[src/rtl/seg_pkg.sv]
// Shared constants for the 7-segment scan driver: dark codes,
// hex-to-segment table (active-low {g,f,e,d,c,b,a}) and slot state encoding.
package seg_pkg;

   localparam logic [6:0] SEG_OFF = 7'h7F;
   localparam logic [3:0] DIG_OFF = 4'hF;

   // Entry n is the segment pattern for hex digit n; listed from F down to 0.
   localparam logic [15:0][6:0] HEX_SEG = {
      7'b0001110,   // F
      7'b0000110,   // E
      7'b0100001,   // d
      7'b1000110,   // C
      7'b0000011,   // b
      7'b0001000,   // A
      7'b0010000,   // 9
      7'b0000000,   // 8
      7'b1111000,   // 7
      7'b0000010,   // 6
      7'b0010010,   // 5
      7'b0011001,   // 4
      7'b0110000,   // 3
      7'b0100100,   // 2
      7'b1111001,   // 1
      7'b1000000    // 0
   };

   typedef enum logic {
      S_BLANK = 1'b0,
      S_SHOW  = 1'b1
   } state_t;

endpackage

[src/rtl/hex7seg_decode.sv]
// Combinational hex nibble to active-low segment pattern lookup.
module hex7seg_decode
   import seg_pkg::*;
(
   input  logic [3:0] nib,
   output logic [6:0] seg
);

   // Straight table lookup; all 16 codes are defined.
   always_comb begin
      seg = HEX_SEG[nib];
   end

endmodule

[src/rtl/seg_scan_driver.sv]
// Four-digit multiplexed common-anode 7-segment driver.
// Each digit slot starts with a dead-time blank, then shows one nibble of a
// snapshot that is refreshed only when the scan wraps from digit 3 to digit 0,
// so a frame never mixes two different input words.
// All outputs are registered from the next-state values, so they always match
// the state/idx/snapshot registers in the same cycle.
module seg_scan_driver
   import seg_pkg::*;
#(
   parameter int DWELL_CYC    = 50000,
   parameter int BLANK_CYC    = 500,
   parameter int BLINK_FRAMES = 125
)(
   input  logic        clk,
   input  logic        rst_n,
   input  logic [15:0] disp_num,
   input  logic        disp_en,
   input  logic        lz_suppress,
   input  logic [3:0]  blink_mask,
   output logic [6:0]  seg,
   output logic        dp,
   output logic [3:0]  dig_sel,
   output logic        frame_tick
);

   localparam int CW = $clog2(DWELL_CYC);
   localparam int FW = $clog2(BLINK_FRAMES + 1);
   localparam logic [CW-1:0] BLANK_LAST = CW'(BLANK_CYC - 1);
   localparam logic [CW-1:0] DWELL_LAST = CW'(DWELL_CYC - 1);
   localparam logic [FW-1:0] BLINK_LAST = FW'(BLINK_FRAMES - 1);

   state_t        state, state_nx;
   logic [CW-1:0] cnt, cnt_nx;
   logic [1:0]    idx, idx_nx;
   logic [15:0]   snapshot, snapshot_nx;
   logic [FW-1:0] frame_cnt, frame_cnt_nx;
   logic          blink_phase, blink_phase_nx;
   logic          wrap;
   logic [3:0]    nib_nx;
   logic [6:0]    seg_dec;
   logic          lead_zero_nx;
   logic          dark_nx;

   // Slot timing, digit advance, frame snapshot and blink phase.
   always_comb begin
      state_nx       = state;
      cnt_nx         = cnt + CW'(1);
      idx_nx         = idx;
      snapshot_nx    = snapshot;
      frame_cnt_nx   = frame_cnt;
      blink_phase_nx = blink_phase;
      wrap           = 1'b0;
      if (state == S_BLANK) begin
         if (cnt == BLANK_LAST) begin
            state_nx = S_SHOW;
         end
      end else if (cnt == DWELL_LAST) begin
         cnt_nx   = '0;
         state_nx = S_BLANK;
         idx_nx   = idx + 2'd1;
         if (idx == 2'd3) begin
            wrap        = 1'b1;
            snapshot_nx = disp_num;
            if (frame_cnt == BLINK_LAST) begin
               frame_cnt_nx   = '0;
               blink_phase_nx = ~blink_phase;
            end else begin
               frame_cnt_nx = frame_cnt + FW'(1);
            end
         end
      end
   end

   // Digit selection and darkening for the upcoming cycle.
   always_comb begin
      nib_nx       = snapshot_nx[{idx_nx, 2'b00} +: 4];
      lead_zero_nx = (snapshot_nx >> {idx_nx, 2'b00}) == 16'h0000;
      dark_nx      = !disp_en
                   || (lz_suppress && (idx_nx != 2'd0) && lead_zero_nx)
                   || (blink_phase_nx && blink_mask[idx_nx]);
   end

   hex7seg_decode u_decode (
      .nib (nib_nx),
      .seg (seg_dec)
   );

   // State registers plus registered outputs derived from next-state values.
   always_ff @(posedge clk or negedge rst_n) begin
      if (!rst_n) begin
         state       <= S_BLANK;
         cnt         <= '0;
         idx         <= 2'd0;
         snapshot    <= 16'h0000;
         frame_cnt   <= '0;
         blink_phase <= 1'b0;
         frame_tick  <= 1'b0;
         seg         <= SEG_OFF;
         dig_sel     <= DIG_OFF;
      end else begin
         state       <= state_nx;
         cnt         <= cnt_nx;
         idx         <= idx_nx;
         snapshot    <= snapshot_nx;
         frame_cnt   <= frame_cnt_nx;
         blink_phase <= blink_phase_nx;
         frame_tick  <= wrap;
         if (state_nx == S_SHOW && !dark_nx) begin
            seg     <= seg_dec;
            dig_sel <= ~(4'b0001 << idx_nx);
         end else begin
            seg     <= SEG_OFF;
            dig_sel <= DIG_OFF;
         end
      end
   end

   // The decimal point is never used on this board.
   assign dp = 1'b1;

endmodule

[config.mk]
export PLATFORM = sky130hd
export DESIGN_NAME = seg_scan_driver
export DESIGN_NICKNAME = d
export VERILOG_FILES = /design/src/rtl/seg_pkg.sv /design/src/rtl/hex7seg_decode.sv /design/src/rtl/seg_scan_driver.sv
export SDC_FILE = /design/constraint.sdc
export NUM_CORES = 1
export LEC_CHECK = 0
export CORE_ASPECT_RATIO = 1.1
export CORE_UTILIZATION = 50
export DETAILED_ROUTE_END_ITERATION = 16
export PLACE_DENSITY_LB_ADDON = 0.2
export RECOVER_POWER = 100
export SETUP_SLACK_MARGIN = 0.5
export SLEW_MARGIN = 10
export SYNTH_ARGS = -nofsm -noshare
export SYNTH_HDL_FRONTEND = slang
export SYNTH_SLANG_ARGS = --single-unit
[constraint.sdc]
create_clock -name clk -period 9.1 [get_ports clk]
set_input_delay 2.275 -clock clk [delete_from_list [all_inputs] [get_ports clk]]
set_output_delay 2.275 -clock clk [all_outputs]
set_load 0.01 [all_outputs]
==> Word level (Yosys, flattened, before mapping) <==
Memory sizes are Yosys's and may differ from the RTL's.
Index checks and enable logic that the tools add are counted.
W data, S select, Z words.
{ "word_totals": {"register_bits": 55, "mem_count": 1, "inputBits": 24, "output_inout_bits": 13, "mem_bits_ro": 112} }
{ "op_classes": {"n_addsub": 3, "order_cmp": 2, "n_eq_ne": 4, "n_reduce_logical": 11, "bitwise": 2, "mux": 23, "shift": 3} }
{ "memory_table": {"columns": ["memory", "words", "width", "read_ports", "rd_clocked_by_memory_dff", "wr", "line_no", "source"], "rows": [
  ["(name not given)", 16, 7, 1, 0, 0, "hex7seg_decode.sv:11", "seg = HEX_SEG[nib];"]
]} }
{ "ops": {"columns": ["op", "count"], "rows": [
  ["$mux W16", 5],
  ["$mux W7", 3],
  ["$add A16 B1 Y16 const B", 1],
  ["$eq A16 B16 Y1 const B", 1],
  ["$eq A16 B9 Y1 const B", 1],
  ["$logic_not A16 Y1", 1],
  ["$shiftx A16 B5 Y4", 1],
  ["$shr A16 B4 Y16", 1],
  ["$mux W1", 11],
  ["$add A7 B1 Y7 const B", 1],
  ["$eq A7 B7 Y1 const B", 1],
  ["$lt A4 B5 Y1 const B", 1],
  ["$logic_and A1 B1 Y1", 4],
  ["$mux W2", 2],
  ["$mux W4", 1],
  ["$not A4 Y4", 1],
  ["$shl A1 B2 Y4 const A", 1],
  ["$lt A2 B3 Y1 const B", 1],
  ["$reduce_and A3 Y1", 1],
  ["$add A2 B1 Y2 const B", 1],
  ["$bmux W1 S2", 1],
  ["$eq A2 B2 Y1 const B", 1],
  ["$logic_not A1 Y1", 2],
  ["$logic_or A1 B1 Y1", 2],
  ["other kinds (2)", 2]
]} }

==> Logic depth before layout (Yosys ltp) <==
{ "depth": {"depth_word": 12, "ltp_mapped": 16, "mapped_depth_nobuf": 13} }

==> Modules after synthesis <==
A second synthesis with hierarchy kept.
{ "hier_totals": {"cells_unflattened": 307, "hier_area_um2": 3171.8} }
{ "by_module_without_submodules": {"columns": ["mod", "cells_per_inst", "instances", "seq_area_each_um2", "area_per_inst_um2"], "rows": [
  ["seg_scan_driver", 275, 1, 1390.1, 2896.5],
  ["hex7seg_decode", 32, 1, 0.0, 275.3]
]} }

==> Least setup slack after synthesis <==
OpenSTA, ideal clock, no wires.
{ "synth_timing": {"path_kind": "in2reg", "start": "input port disp_num[0]", "end": "register dig_sel[0]", "n_path_buf": 1, "cell_stages": 10, "setup_slack_ps": 4410, "t_arrival_ps": 4624, "setup_time_ps": 66, "cell_sequence": "mux2_2 mux4_2 mux2i_1 ha_1 nand2_1 a311o_1 o41a_1 o31a_1 buf_6 nand3_1"} }
{ "synth_via": {"elab_chain_len": 11} }
{ "synth_lines": {"columns": ["element", "line_no", "source"], "rows": [
  ["from (decl)", "seg_scan_driver.sv:16", "input logic [15:0] disp_num,"],
  ["$mux W16", "seg_scan_driver.sv:61", "if (idx == 2'd3) begin"],
  ["$mux W16", "seg_scan_driver.sv:57", "end else if (cnt == DWELL_LAST) begin"],
  ["$mux W16", "seg_scan_driver.sv:53", "if (state == S_BLANK) begin"],
  ["$shr A16 B4 Y16", "seg_scan_driver.sv:77", "lead_zero_nx = (snapshot_nx >> {idx_nx, 2'b00}) == 16'h0000;"],
  ["$logic_not A16 Y1", "seg_scan_driver.sv:77", null],
  ["$logic_and A1 B1 Y1", "seg_scan_driver.sv:79", "|| (lz_suppress && (idx_nx != 2'd0) && lead_zero_nx)"],
  ["$logic_or A1 B1 Y1", "seg_scan_driver.sv:79", null],
  ["$logic_or A1 B1 Y1", "seg_scan_driver.sv:80", "|| (blink_phase_nx && blink_mask[idx_nx]);"],
  ["$logic_not A1 Y1", "seg_scan_driver.sv:108", "if (state_nx == S_SHOW && !dark_nx) begin"],
  ["$logic_and A1 B1 Y1", "seg_scan_driver.sv:108", null],
  ["$mux W4", "seg_scan_driver.sv:108", null],
  ["to (signal assigned)", "seg_scan_driver.sv:110", "dig_sel <= ~(4'b0001 << idx_nx);"],
  ["to (decl)", "seg_scan_driver.sv:22", "output logic [3:0] dig_sel,"]
]} }
Every way passes these cells.
A chain may end at the register's enable or synchronous reset.

==> Worst setup path in the final report <==
{ "layout_timing": {"start": "register cnt[0]", "end": "register seg[4]"} }
{ "layout_via": {"elab_chain_len": 11, "elab_cells_between_ends": 27, "cone_classes": "2 x eq/ne; 2 x shift; 13 x mux; 9 x reduce/logical; 1 x memory"} }
{ "layout_lines": {"columns": ["element", "line_no", "source"], "rows": [
  ["from (decl)", "seg_scan_driver.sv:33", "logic [CW-1:0] cnt, cnt_nx;"],
  ["from (signal assigned)", "seg_scan_driver.sv:102", "cnt <= cnt_nx;"],
  ["parallel branches: the longest is 10 deep, another holds $mem_v2 Z16 W7", null, null],
  ["$mux W7 *", "seg_scan_driver.sv:108", null],
  ["to (signal assigned)", "seg_scan_driver.sv:109", "seg <= seg_dec;"],
  ["to (decl)", "seg_scan_driver.sv:20", "output logic [6:0] seg,"]
]} }
Mark *: on every way between the ends. The select of a mux whose other input is x is not followed.

==> metrics.cfg <==
[setup_path]
setup.worst_path.class=reg -> reg
worst_ep_arrival_time_ps=5630
timing.critical_path.required_ps=9330
count_of_buffer_and_inverter_cells_on_the_critical_path=2
critical-path-top-delay-family=buffers and inverters
crit_fanout=34
reg2reg_setup_slack_ps=3700
worstSetupStartpointType=register
critPathSlowestCell=sky130_fd_sc_hd__clkbuf_1
worst_path_largest_cell_delay_ps=1110
crit_chain=ha_1, or4bb_1, nor4_4, clkbuf_1, mux2i_1, clkbuf_1, mux2i_1, ha_1, nand2_1, a311o_1, o41a_1, o31a_1, o211ai_1
worstSetupEndpointType=register

[logic_synthesis]
postSynthNetCount=328
syn_area_um2=3157
synth_seq_cells=55
proportion_of_synthesized_flip_flops_having_asynchronous_set_or_reset_pct=100.0
cells_after_synthesis=294
postSynth.topFlopCell=sky130_fd_sc_hd__dfrtp_1
synth.yosys.seq_area_share_pct=44.03
synth_area_per_cell_um2=10.74
synth.distinct_cells=58
post_synth_most_frequent_cells=44 x sky130_fd_sc_hd__dfrtp_1, 28 x sky130_fd_sc_hd__nand2_1, 23 x sky130_fd_sc_hd__mux2_2
synth_most_common_cell=sky130_fd_sc_hd__dfrtp_1
synthDominantAreaCellType=sky130_fd_sc_hd__dfrtp_1
synth_edf_count=0
count_of_synthesis_stage_warnings_from_yosys=0
netlist_top_cells_area=sky130_fd_sc_hd__dfrtp_1 35%, sky130_fd_sc_hd__dfstp_2 9.2%, sky130_fd_sc_hd__mux2_2 8.2%
yosys_top_cell_area_share_pct=34.88

[global_route]
number_of_global_route_vias_before_repair=2143
global_route_wire_length_before_repair_mm=10.47
grt_use_total_pct=20.29
gr-total-overflow=0
number_of_antenna_violations_at_the_first_check_in_global_routing=0
grt_start_max_net_pins=56

[power]
internal_power_w=0.0003167
switching_share_pct=21.81
comb_power_share_pct=4.3
report.power.total_w=0.0004051
p_switching_w=0.00008836
total_leakage_power_nw=1.483
share_seq_of_total_power_pct=60.4
vdd.ir_drop.worst_v=0.00007120
clockPowerShare_pct=35.4
power.density_cell_area_nw_per_um2=112.6

[finish]
drive_gt1_share_pct=16.21
num_antenna_cells=0
layout.cells.non_filler=407
nNetsFinal=360
layout-area-overhead-vs-synth_pct=13.95

[timing]
max_freq_ghz=0.1850
final.min_clock_period_ps=5404
fin_crit_sh_pct=59.39
finalHoldViolations=0
timing.max_slew.rel_slack_pct=-91.14
worstMarginPinSlew_ps=2867
rsz0062_at_grt=false
fin_worst_skew_ps=11.08
finalSetupViolations=0
totalNegativeSetupSlack_ps=0
maxSlewViolCount=56
worst_slack_ps=3696
hold_ws_ps=480.2

[route]
drt_pre_antenna_iters=4
avgRoutedWirePerCell_um=14.70
postRouteAntennaNets=0
drtIter0Drc=97
vias=2269
drt_drc_violations_left=0
routed_wl_mm=5.984
drt-vias-per-instance=5.575

[clocking]
cts.reportedPaths.clkPinSlew_ps=100
ctsResizeCount=0
clock_tree_from_tritoncts=done
cts_max_path_buffers=2
ctsHtreeMaxLevel=2
clkLatencyLatePin_ps=310
tritoncts.num_buffers=5
post_cts_buffers=0
tritoncts_num_sinks=55
cts-root-buf=sky130_fd_sc_hd__clkbuf_8
post_cts_hold_buffer_count=0

[place]
detailedPlacementHpwl_mm=4.155
port_buffers=35
place_inst=399
preCtsSetupSlack_ps=3661
routabilityCongestion=0.8265

[floorplanning]
die_x_um=77.76
die_ar_um2=6636
starting_density_of_the_core_pct=51.60
rows=30
area_of_the_core_region_um2=6118
ios=37
dieHeight_um=85.34

[outcome]
run_status=finished with violations
failed_checks=max-capacitance violations, max-slew violations

[worst_hold_path]
min_path_type=reg -> reg

[job]
max_cap_viol_count=2

-- placed cells by master, fill, tap and decap left out, drive strengths merged, types with 10 or more instances in the layout --
master / count
dfstp: 11
dlygate4sd3: 12
clkbuf: 10
inv: 13
ha: 10
mux2: 23
mux2i: 13
dfrtp: 44
nand2: 29
o21ai: 13
nand3: 21
clkdlybuf4s50: 22
nor2: 18
-- state kept, by name, indices dropped and copies added (netlist names) --
signal and flops:
state 1, dig_sel 4, frame_cnt 7, blink_phase 1, snapshot 16, cnt 16
seg 7, idx 2, frame_tick 1
-- layout make-up --
class / count / area (µm²)
fill: 555 / 2521
multi-input combinational: 214 / 1610
sequential: 55 / 1390
timing repair buffer: 38 / 356.6
tap: 80 / 100.1
clock buffer: 7 / 86.33
inverter: 12 / 45.04
clock inverter: 1 / 8.758
-- per-layer routing --
| metal | wire length [µm] | vias to the layer above | part of all wire, % | track usage, % |
|---|---|---|---|---|
| met2 | 2621 | 40 | 44 | 30.73 |
| met4 | 79 | 0 | 1.3 | 6.003 |
| li1 | - | 1119 | - | - |
| met3 | 227 | 7 | 3.8 | 4.409 |
| met5 | 0 | - | 0 | 0 |
| met1 | 3056 | 1103 | 51 | 29.16 |
-- per-stage QoR --
step / area (µm²) / utilization [%]
2_1_floorplan: 3157 / -
3_3_place_gp: 3540 / 57.85
3_5_place_dp: 3540 / 57.85
4_1_cts: 3635 / 59.41
5_1_grt: 3597 / 58.79
6_report: 3597 / 58.79
-- power groups by stage --
stage                     combinational [W]  sequential [W]  clock [W]
after floorplan                  0.00000160        0.000249          0
after global placement            0.0000179        0.000249          0
after detailed placement          0.0000179        0.000249          0
after CTS                         0.0000180        0.000245   0.000149
after global routing              0.0000194        0.000245   0.000159
final                             0.0000172        0.000244   0.000143
-- worst register-to-register path: stages, from the launching register on --
cell                       delay (ps)
sky130_fd_sc_hd__dfrtp_1          420
sky130_fd_sc_hd__ha_1             280
sky130_fd_sc_hd__or4bb_1          550
sky130_fd_sc_hd__nor4_4           140
sky130_fd_sc_hd__clkbuf_1        1110
sky130_fd_sc_hd__mux2i_1          330
sky130_fd_sc_hd__clkbuf_1         450
sky130_fd_sc_hd__mux2i_1          610
sky130_fd_sc_hd__ha_1             290
sky130_fd_sc_hd__nand2_1           80
sky130_fd_sc_hd__a311o_1          310
sky130_fd_sc_hd__o41a_1           110
sky130_fd_sc_hd__o31a_1           470
sky130_fd_sc_hd__o211ai_1         160
-- logic make-up after synthesis --
group	Yosys count	synth area share, %
compound gates	42	10.03
xor+xnor	15	4.162
fa+ha+maj	10	3.964
buf+inv	25	4.122
flops	55	44.04
mux	41	16.13
other cells	1	0.1188
simple gates	105	17.44
-- worst paths after layout --
check,end,from,cells after the start
worst max-delay path,seg[4],cnt[0],13
max in group asynchronous,snapshot[6],rst_n,2
worst min register to register,frame_cnt[6],frame_cnt[6],1
worst min-delay path,frame_cnt[6],frame_cnt[6],1
min in group asynchronous,cnt[9],rst_n,2
worst max register to register,seg[4],cnt[0],13
Power figures use the tool's default switching activity.
